## config.mk

```make
export PLATFORM = sky130hd
export DESIGN_NAME = result_writer
export DESIGN_NICKNAME = d
export VERILOG_FILES = /design/src/rtl/result_writer.sv
export SDC_FILE = /design/constraint.sdc
export NUM_CORES = 1
export LEC_CHECK = 0
export ABC_AREA = 1
export CORE_MARGIN = 3
export CORE_UTILIZATION = 45
export DETAILED_ROUTE_END_ITERATION = 12
export PLACE_DENSITY = 0.81
export SKIP_CTS_REPAIR_TIMING = 1
export SLEW_MARGIN = 0
export SYNTH_ARGS = -nofsm -noshare
export SYNTH_HDL_FRONTEND = slang
export SYNTH_SLANG_ARGS = --single-unit
```

## constraint.sdc

```tcl
create_clock -name clk -period 3.1 [get_ports clk]
set_clock_uncertainty 0.15 [all_clocks]
set_input_delay 0.31 -clock clk [delete_from_list [all_inputs] [get_ports clk]]
set_output_delay 0.31 -clock clk [all_outputs]
set_load 0.1 [all_outputs]
```

## src/rtl/result_writer.sv

```systemverilog
// result_writer: drains the probe engine's join-result FIFO. Each (dim, fact)
// pair becomes two consecutive 64-bit writes into a contiguous result buffer.
// It tracks outstanding writes and raises a sticky done once everything is
// written and acknowledged.
// Optional feature macro: RESULT_WRITER_COUNT_HDR_EN. When it is defined, a
// pair-count header word is written at out_base_in - 8 before done.
module result_writer #(
    parameter int unsigned MAX_OUTSTANDING = 32,
    parameter int unsigned CNT_W           = 8
) (
    input  logic        clk,
    input  logic        rst,
    output logic        done,
    input  logic [47:0] out_base_in,
    input  logic [63:0] max_pairs_in,
    input  logic        engine_done_in,
    input  logic        fifo_empty_in,
    output logic        fifo_read_en_out,
    input  logic [63:0] fifo_dim_in,
    input  logic [63:0] fifo_fact_in,
    input  logic        wr_rq_stall_in,
    output logic        wr_rq_vld_out,
    output logic [47:0] wr_rq_vadr_out,
    output logic [63:0] wr_rq_data_out,
    input  logic        wr_rs_vld_in,
    output logic [63:0] pairs_written_out,
    output logic        overflow_out
);

    typedef enum logic [2:0] {
        S_IDLE,
        S_FETCH,
        S_WR_DIM,
        S_WR_FACT,
        S_DRAIN,
        S_HDR,
        S_FINISH
    } state_t;

    state_t            state_q, state_d;
    logic [63:0]       dim_q, dim_d;
    logic [63:0]       fact_q, fact_d;
    logic [63:0]       pairs_q, pairs_d;
    logic              ovf_q, ovf_d;
    logic [CNT_W-1:0]  outst_q, outst_d;
`ifdef RESULT_WRITER_COUNT_HDR_EN
    logic              hdr_sent_q, hdr_sent_d;
`endif

    logic              can_issue;
    logic              accept;
    logic              ack_eff;
    logic [47:0]       pair_adr;

    // Issue is throttled by the number of writes still waiting for a response.
    assign can_issue = (outst_q < CNT_W'(MAX_OUTSTANDING));
    assign accept    = wr_rq_vld_out && !wr_rq_stall_in;
    // A response with nothing outstanding is spurious; the counter saturates at zero.
    assign ack_eff   = wr_rs_vld_in && (outst_q != '0);
    // Slot address of the current pair: only the low 44 bits of the count shift into 48 bits.
    assign pair_adr  = out_base_in + {pairs_q[43:0], 4'b0000};

    assign pairs_written_out = pairs_q;
    assign overflow_out      = ovf_q;

    // Outstanding-write counter: requests accepted minus responses received.
    always_comb begin
        outst_d = outst_q;
        if (accept && !ack_eff) begin
            outst_d = outst_q + CNT_W'(1);
        end else if (!accept && ack_eff) begin
            outst_d = outst_q - CNT_W'(1);
        end
    end

    // Next-state logic and combinational FIFO-pop / write-request outputs.
    always_comb begin
        state_d          = state_q;
        dim_d            = dim_q;
        fact_d           = fact_q;
        pairs_d          = pairs_q;
        ovf_d            = ovf_q;
`ifdef RESULT_WRITER_COUNT_HDR_EN
        hdr_sent_d       = hdr_sent_q;
`endif
        fifo_read_en_out = 1'b0;
        wr_rq_vld_out    = 1'b0;
        wr_rq_vadr_out   = '0;
        wr_rq_data_out   = '0;
        done             = 1'b0;
        case (state_q)
            S_IDLE: begin
                state_d = S_FETCH;
            end
            S_FETCH: begin
                if (!fifo_empty_in) begin
                    fifo_read_en_out = 1'b1;
                    if (pairs_q < max_pairs_in) begin
                        dim_d   = fifo_dim_in;
                        fact_d  = fifo_fact_in;
                        state_d = S_WR_DIM;
                    end else begin
                        // The buffer is full: the pair is popped and dropped.
                        ovf_d = 1'b1;
                    end
                end else if (engine_done_in) begin
                    state_d = S_DRAIN;
                end
            end
            S_WR_DIM: begin
                wr_rq_vld_out  = can_issue;
                wr_rq_vadr_out = pair_adr;
                wr_rq_data_out = dim_q;
                if (can_issue && !wr_rq_stall_in) begin
                    state_d = S_WR_FACT;
                end
            end
            S_WR_FACT: begin
                wr_rq_vld_out  = can_issue;
                wr_rq_vadr_out = pair_adr + 48'd8;
                wr_rq_data_out = fact_q;
                if (can_issue && !wr_rq_stall_in) begin
                    pairs_d = pairs_q + 64'd1;
                    state_d = S_FETCH;
                end
            end
            S_DRAIN: begin
                if (outst_q == '0) begin
`ifdef RESULT_WRITER_COUNT_HDR_EN
                    state_d = S_HDR;
`else
                    state_d = S_FINISH;
`endif
                end
            end
`ifdef RESULT_WRITER_COUNT_HDR_EN
            S_HDR: begin
                // One header write holding the pair count, then wait for every response.
                wr_rq_vld_out  = can_issue && !hdr_sent_q;
                wr_rq_vadr_out = out_base_in - 48'd8;
                wr_rq_data_out = pairs_q;
                if (can_issue && !hdr_sent_q && !wr_rq_stall_in) begin
                    hdr_sent_d = 1'b1;
                end
                if (hdr_sent_q && (outst_q == '0)) begin
                    state_d = S_FINISH;
                end
            end
`endif
            S_FINISH: begin
                done = 1'b1;
            end
            default: begin
                state_d = S_IDLE;
            end
        endcase
    end

    // State and datapath registers, cleared asynchronously by the active-low reset.
    always_ff @(posedge clk or negedge rst) begin
        if (!rst) begin
            state_q    <= S_IDLE;
            dim_q      <= '0;
            fact_q     <= '0;
            pairs_q    <= '0;
            ovf_q      <= 1'b0;
            outst_q    <= '0;
`ifdef RESULT_WRITER_COUNT_HDR_EN
            hdr_sent_q <= 1'b0;
`endif
        end else begin
            state_q    <= state_d;
            dim_q      <= dim_d;
            fact_q     <= fact_d;
            pairs_q    <= pairs_d;
            ovf_q      <= ovf_d;
            outst_q    <= outst_d;
`ifdef RESULT_WRITER_COUNT_HDR_EN
            hdr_sent_q <= hdr_sent_d;
`endif
        end
    end

endmodule
```

### Word level (Yosys, flattened, before mapping)

Cells that the tools add are included.
Widths: inputs -> output; s select.

| word-level totals | value |
|---|---|
| register bits | 204 |
| logic and storage cells | 58 |
| output and inout bits | 180 |
| input port bits | 246 |

| operators by class | value |
|---|---|
| magnitude comparators | 2 |
| eq/ne operators | 10 |
| bitwise operators | 3 |
| add/subtract/negate cells | 5 |
| reduce and logical (&&, ||, !) cells | 17 |
| muxes and demuxes | 15 |

Operators with widths:

| kind | count |
|---|---|
| $pmux 64 s2 | 1 |
| $pmux 48 s2 | 1 |
| $add 64x1->64 const B | 1 |
| $lt 64x64->1 | 1 |
| $add 48x4->48 const B | 1 |
| $add 48x48->48 | 1 |
| $mux 3 | 6 |
| $pmux 3 s6 | 1 |
| $mux 8 | 2 |
| $add 8x1->8 const B | 1 |
| $logic_not 8->1 | 1 |
| $lt 8x6->1 const B | 1 |
| $reduce_bool 8->1 | 1 |
| $sub 8x1->8 const B | 1 |
| $eq 3x2->1 const B | 2 |
| $eq 3x3->1 const B | 2 |
| $ne 2x2->1 const B | 3 |
| $ne 3x3->1 const B | 2 |
| $reduce_and 3->1 | 2 |
| $reduce_and 6->1 | 1 |
| $logic_and 1x1->1 | 5 |
| $mux 1 | 4 |
| $eq 3x1->1 const B | 1 |
| $logic_not 1->1 | 3 |
| other kinds (5) | 7 |

### Depth between registers and ports, before layout

Gate-level depths: netlist of run 1.

| depth | value |
|---|---|
| word-level depth | 8 |
| depth in mapped cells | 22 |
| mapped depth without buffers | 22 |

### Least setup slack after synthesis of run 1

No wires, ideal clock.

| timing | value |
|---|---|
| kind | reg-to-output |
| start | register pairs_q[2] (netlist: pairs_written_out[2]) |
| end | output wr_rq_vadr_out[33] |
| slack | -2.501 ns |
| stages on the path, launching flop included | 16 |
| arrival | 5.141 ns |
| required time | 2.640 ns |
| path buffers | 1 |
| cell sequence | dfrtp_1 > ha_1 > buf_4 > or2_0 > nand3_1 > nand2_1 > nand2_1 > nand2_1 > nor2_1 > nand3_1 > nor2_2 > nand2_1 > nor2_4 > nand3_1 > o21ai_0 > a21boi_0 |

| between the ends | value |
|---|---|
| word-level cells in the longest chain between the ends | 3 |

RTL lines:

| element | RTL line | text |
|---|---|---|
| from (decl) | 43 | `logic [63:0] pairs_q, pairs_d;` |
| from (signal assigned) | 175 | `pairs_q <= pairs_d;` |
| $add 48x48->48 (*) | 61 | `assign pair_adr = out_base_in + {pairs_q[43:0], 4'b0000};` |
| $add 48x4->48 | 120 | `wr_rq_vadr_out = pair_adr + 48'd8;` |
| $pmux 48 s2 (*) | 91 | `case (state_q)` |
| to (decl) | 23 | `output logic [47:0] wr_rq_vadr_out,` |

Every way passes the cells marked *; elsewhere a longest branch is shown, timed or not.

### Worst setup path after layout of run 1

| timing | value |
|---|---|
| start | register pairs_q[0] (netlist: pairs_written_out[0]) |
| end | output wr_rq_vadr_out[40] |

The elaborated chain is that of the path after synthesis.

==> flow_summary.json, run 1 <==
{
  "outcome": "finished with violations",
  "maxCapViolations": 0,
  "holdWs_ns": 0.194,
  "synth_edf_count": 0,
  "placed_area_sq_um": 25200,
  "worst_pin_slew_ns": 0.754,
  "via_per_inst": 5.30,
  "utilization": 0.789,
  "die_area_sq_um": 38100,
  "fmax_ghz": 0.235,
  "ir_drop_mv": 1.22,
  "grt_pass1_vias": 19072,
  "clock_latency_ns": 0.53,
  "worstPathArrival_ns": 3.80,
  "setup_tns_ns": -35.48,
  "postSynthAreaPerCell_sq_um": 6.61,
  "hold_path_class": "input port to register",
  "endpoint_kind": "primary output",
  "gp_congestion": 0.978,
  "period_share": 1.37,
  "die_w_um": 195,
  "first_iter_violations": 1286,
  "grtUsageTotal": 0.310,
  "die_y_um": 195,
  "worstSetupPathType": "register to primary output",
  "cts_num_sinks": 204,
  "rsz0062_at_grt": "yes",
  "clkTransAtPathRegs_ns": 0.07,
  "cts_tree": "built",
  "nets": 3560,
  "crit_path_start_kind": "register",
  "synth_nets": 2802,
  "drt_first_pass_iters": 6,
  "io_pins": 426,
  "yosysSeqAreaShare": 0.317,
  "grt_pass1_wl_mm": 97.2,
  "final_cell_mix": "623 x nand2_1, 468 x inv_1, 388 x buf_4",
  "setup_slack_ns": -1.16,
  "core_area_sq_um": 34900,
  "synth_seq_cells": 204,
  "grt_max_degree": 82,
  "yosys_warnings": 0,
  "dp_hpwl_mm": 49.7,
  "syn_to_final_growth_pct": 70.8,
  "antenna_found_initial": 2,
  "p_leak_uw": 0.0135,
  "synthArstFlopShare": 1.00,
  "remaining_drc_errors": 0,
  "placement.io_buffers": 425,
  "clock_path_buffers": 3,
  "fill_cells": 2444,
  "synthCells": 2439,
  "grt.overflow.total": 0,
  "finalCriticalPeriod_ns": 4.26,
  "routed_wl_mm": 66.1,
  "final_area_sq_um": 27500,
  "root_buffer": "clkbuf_16",
  "relSlewSlack": 0.497,
  "vias": 19454,
  "setup_violations": 42,
  "cts_buffers": 23,
  "std_cell_rows": 68,
  "post_synth_num_cell_types": 46,
  "final_common_cell": "nand2_1",
  "drv_slew": 0,
  "synth.cell_area_sq_um": 16100,
  "crit_path_max_fanout": 6,
  "violations": "setup timing",
  "drive_above_1_share": 0.298,
  "pre_cts_ws_ns": -0.851,
  "final_hold_viol_count": 0,
  "htree_num_levels": 1,
  "worstPathRequired_ns": 2.64,
  "synth_flop_cell": "dfrtp_1",
  "wl_per_cell_um": 18.0,
  "p_per_area_nw_per_um2": 801,
  "initial_core_util": 0.462,
  "antenna_left": 0
}
[synthesized netlist by cell type, types with 5 or more instances]
| cell type | instances | area, sq um |
|---|---|---|
| dfrtp_1 | 204 | 5100 |
| nor2_4 | 5 | 56.3 |
| nor2_2 | 5 | 31.3 |
| o21ai_0 | 176 | 881 |
| a31oi_1 | 5 | 31.3 |
| nand3b_1 | 10 | 75.1 |
| o22ai_1 | 69 | 432 |
| nand3_1 | 109 | 546 |
| o21a_1 | 5 | 37.5 |
| nor3_1 | 38 | 190 |
| nand2_2 | 5 | 31.3 |
| inv_1 | 481 | 1810 |
| buf_1 | 7 | 26.3 |
| a22oi_1 | 6 | 45.0 |
| nor2_1 | 193 | 724 |
| a21oi_1 | 93 | 465 |
| nand2_1 | 684 | 2570 |
| nand4_1 | 52 | 325 |
| xnor2_1 | 21 | 184 |
| ha_1 | 115 | 1440 |
| xor2_1 | 48 | 420 |
| nor4_1 | 12 | 75.1 |
| clkbuf_1 | 44 | 165 |
[state kept, by name, summed over array words and instances, names as in the netlist]
register,count
dim_q,64
fact_q,64
outst_q,8
overflow_out,1
pairs_written_out,64
state_q,3
[through the flow]
step | instances | power [uW]
global route | 3670 | 22900
global placement | 3597 | 18200
CTS | 3638 | 21300
floorplan | 2439 | 13000
finish | 3670 | 22000
detailed placement | 3597 | 18500
[cells by family after synthesis]
| kind of cell | after synthesis | synth area share |
|---|---|---|
| AOI/OAI and AO/OA | 380 | 0.130 |
| xor gates and xnor gates | 69 | 0.0375 |
| adders and majority gates | 117 | 0.0918 |
| buffers and inverters | 538 | 0.126 |
| DFF | 204 | 0.317 |
| and+or+nand+nor | 1131 | 0.298 |
[cell type report]
type                       instances  area, sq um  share of cell area
timing repair buffer             786         8310               0.302
tap                              455          569              0.0207
clock buffer                      31          656              0.0238
clock inverter                    10         92.6             0.00336
sequential                       204         5170               0.188
multi-input combinational       1697        10900               0.396
antenna                            2         5.00            0.000182
inverter                         485         1830              0.0666
[routing by layer]
metal | part of all wire | global-route usage | vias up
met5 | 0 | 0 | -
met4 | 0.052 | 0.130 | 0
met3 | 0.058 | 0.0447 | 204
met2 | 0.49 | 0.525 | 773
met1 | 0.40 | 0.398 | 9196
li1 | - | - | 9281
[power breakdown]
part	switching, uW	total (uW)	internal (uW)
Combinational	10100	15300	5280
Clock	1180	2760	1570
Sequential	375	3950	3580
[critical path, stage by stage, from the launching register on]
cell and delay (ns):
dfrtp_4 0.50, ha_4 0.18, fa_2 0.60, nand3_4 0.10, nor2_4 0.15, nand3_4 0.10, nor2_4 0.14, nand4_1 0.20
nor3_4 0.37, nand4_1 0.22, nor2_4 0.18, buf_12 0.15, nand3_4 0.08, nand2_2 0.08, nor2_4 0.06, buf_12 0.16
[worst paths after layout]
path / slack, ns / cells after the start / startpoint / end
worst max-delay path: -1.16 / 15 / pairs_written_out[0] / wr_rq_vadr_out[40]
worst min-delay path: 0.19 / 3 / fifo_fact_in[26] / fact_q[26]
worst max register to register: 0.06 / 17 / pairs_written_out[1] / dim_q[37]
worst min register to register: 0.33 / 2 / overflow_out / overflow_out
max in group asynchronous: 1.72 / 3 / rst / pairs_written_out[60]
min in group asynchronous: 0.26 / 2 / rst / fact_q[61]
Note: power is estimated with default switching activity, not from simulation.
==> run 2, diff against run 1 <==
Settings changed: CORE_UTILIZATION 45 to 50, PLACE_DENSITY 0.81 to 0.85.
Clock period 3.1 ns to 4.3 ns, I/O delays scaled along.
==> run 2 against run 1 <==
  * The flow still finishes with violations (setup timing)
  * Clock power down 26%
  * Power down 33%
  * Via count down 7.1%
  * Final area down 12%
  * Final cell count down 9.2%
  * Global-route usage up 1.1 points
  * Highest routed layer unchanged
==> flow_summary.json, run 2 (synthesis results as in run 1) <==
{
  "wl_per_cell_um": 17.8,
  "cts_num_sinks": 204,
  "remaining_drc_errors": 0,
  "rr_worst_depth": 13,
  "nets": 3276,
  "crit_path_start_kind": "register",
  "die_w_um": 186,
  "antenna_found_initial": 0,
  "root_buffer": "clkbuf_16",
  "grt.overflow.total": 0,
  "placement.io_buffers": 425,
  "hold_path_class": "input port to register",
  "grt_pass1_wl_mm": 88.9,
  "ir_drop_mv": 0.641,
  "r2r-end": "pairs_written_out[59]",
  "final_area_sq_um": 24200,
  "worstSetupPathType": "register to primary output",
  "multiInputGateArea_sq_um": 9940,
  "drv_slew": 0,
  "dp.cells": 3274,
  "routed_wl_mm": 59.4,
  "rsz0062_at_grt": "yes",
  "final_hold_viol_count": 0,
  "core_area_sq_um": 31600,
  "worstPathRequired_ns": 3.72,
  "initial_core_util": 0.509,
  "dp_hpwl_mm": 45.7,
  "antenna_left": 0,
  "first_iter_violations": 1417,
  "fmax_ghz": 0.231,
  "die_area_sq_um": 34400,
  "critPathCapture": "wr_rq_vadr_out[40]",
  "period_share": 1.01,
  "vias": 18075,
  "r2r-start": "outst_q[7]",
  "relSlewSlack": 0.326,
  "seq_area_sq_um": 5120,
  "clkTransAtPathRegs_ns": 0.06,
  "placed_area_sq_um": 22400,
  "grt_max_degree": 103,
  "endpoint_kind": "primary output",
  "cts_buffers": 24,
  "setup_violations": 3,
  "final_common_cell": "nand2_1",
  "r2r_slack_ns": 0.80,
  "p_per_area_nw_per_um2": 608,
  "syn_to_final_growth_pct": 49.8,
  "via_per_inst": 5.42,
  "die_y_um": 186,
  "htree_num_levels": 1,
  "p_leak_uw": 0.0117,
  "violations": "setup timing",
  "num_antenna_cells": 0,
  "drive_above_1_share": 0.153,
  "clock_path_buffers": 3,
  "std_cell_rows": 65,
  "cts_tree": "built",
  "worst_pin_slew_ns": 1.01,
  "grtUsageTotal": 0.321,
  "clock_latency_ns": 0.54,
  "drt_first_pass_iters": 6,
  "maxCapViolations": 0,
  "final_cell_mix": "646 x nand2_1, 478 x inv_1, 314 x clkdlybuf4s50_1",
  "gp_congestion": 0.965,
  "setup.worst_path.start": "pairs_written_out[0]",
  "io_pins": 426,
  "finalCriticalPeriod_ns": 4.33,
  "crit_path_max_fanout": 6,
  "outcome": "finished with violations",
  "utilization": 0.763,
  "final_cells": 3333,
  "setup_slack_ns": -0.0277,
  "grt_pass1_vias": 17389,
  "worstPathArrival_ns": 3.75,
  "fill_cells": 2320
}
-- run 2: per-stage QoR --
stage / TNS, ns / setup slack (ns) / total power [uW] / hold WS [ns]
3_3_place_gp: 0 / 0.0675 / 12300 / 0.303
6_report: -0.0545 / -0.0277 / 14700 / 0.305
4_1_cts: -1.52 / -0.199 / 14500 / -0.142
3_5_place_dp: -0.0129 / -0.0129 / 12400 / 0.312
5_1_grt: -1.58 / -0.120 / 15300 / 0.305
2_1_floorplan: -1.42 / -0.541 / 8850 / -0.0156
-- run 2: layout make-up --
cell class	instances	share of cell area
repair buffers	501	0.247
inverters	485	0.0754
clock buffers	39	0.0293
flip-flops and latches	204	0.212
multi-input cells	1697	0.412
clock inverters	5	0.00311
well taps	402	0.0208
-- run 2: worst max-delay path, cell delays in order (launching register included) --
cell and delay (ns):
dfrtp_2 0.44, ha_4 0.18, fa_2 0.61, nand3_2 0.12
nor2_4 0.13, nand3_2 0.11, nor2_4 0.15, nand4_1 0.21
nor3_4 0.32, nand4_1 0.22, nor2_4 0.28, a21oi_2 0.11
nor2_4 0.15, buf_12 0.19
-- run 2: routing by layer --
metal  up-vias  wire length (um)  GRT usage
li1       8708                 -          -
met1      8389             23500      0.418
met2       797             29100      0.551
met3       181              4120     0.0471
met4         0              2600      0.107
met5         -                 0          0
-- run 2: how the worst min path moves through the flow --
stage / start / cells after the start / endpoint / slack (ns)
6_report: fifo_fact_in[26] / 3 / fact_q[26] / 0.31
5_1_grt: fifo_fact_in[26] / 3 / fact_q[26] / 0.31
4_1_cts: rst / 1 / fact_q[33] / -0.14
3_5_place_dp: overflow_out / 2 / overflow_out / 0.31
3_3_place_gp: overflow_out / 2 / overflow_out / 0.30
2_1_floorplan: rst / 0 / dim_q[0] / -0.02
-- run 2: power by group --
| group | leakage (uW) | total (uW) | internal [uW] | switching [uW] |
|---|---|---|---|---|
| Combinational | 0.00883 | 9840 | 3160 | 6680 |
| Clock | 0.000380 | 2040 | 1190 | 845 |
| Sequential | 0.00250 | 2810 | 2570 | 239 |
| Total | 0.0117 | 14700 | 6930 | 7760 |
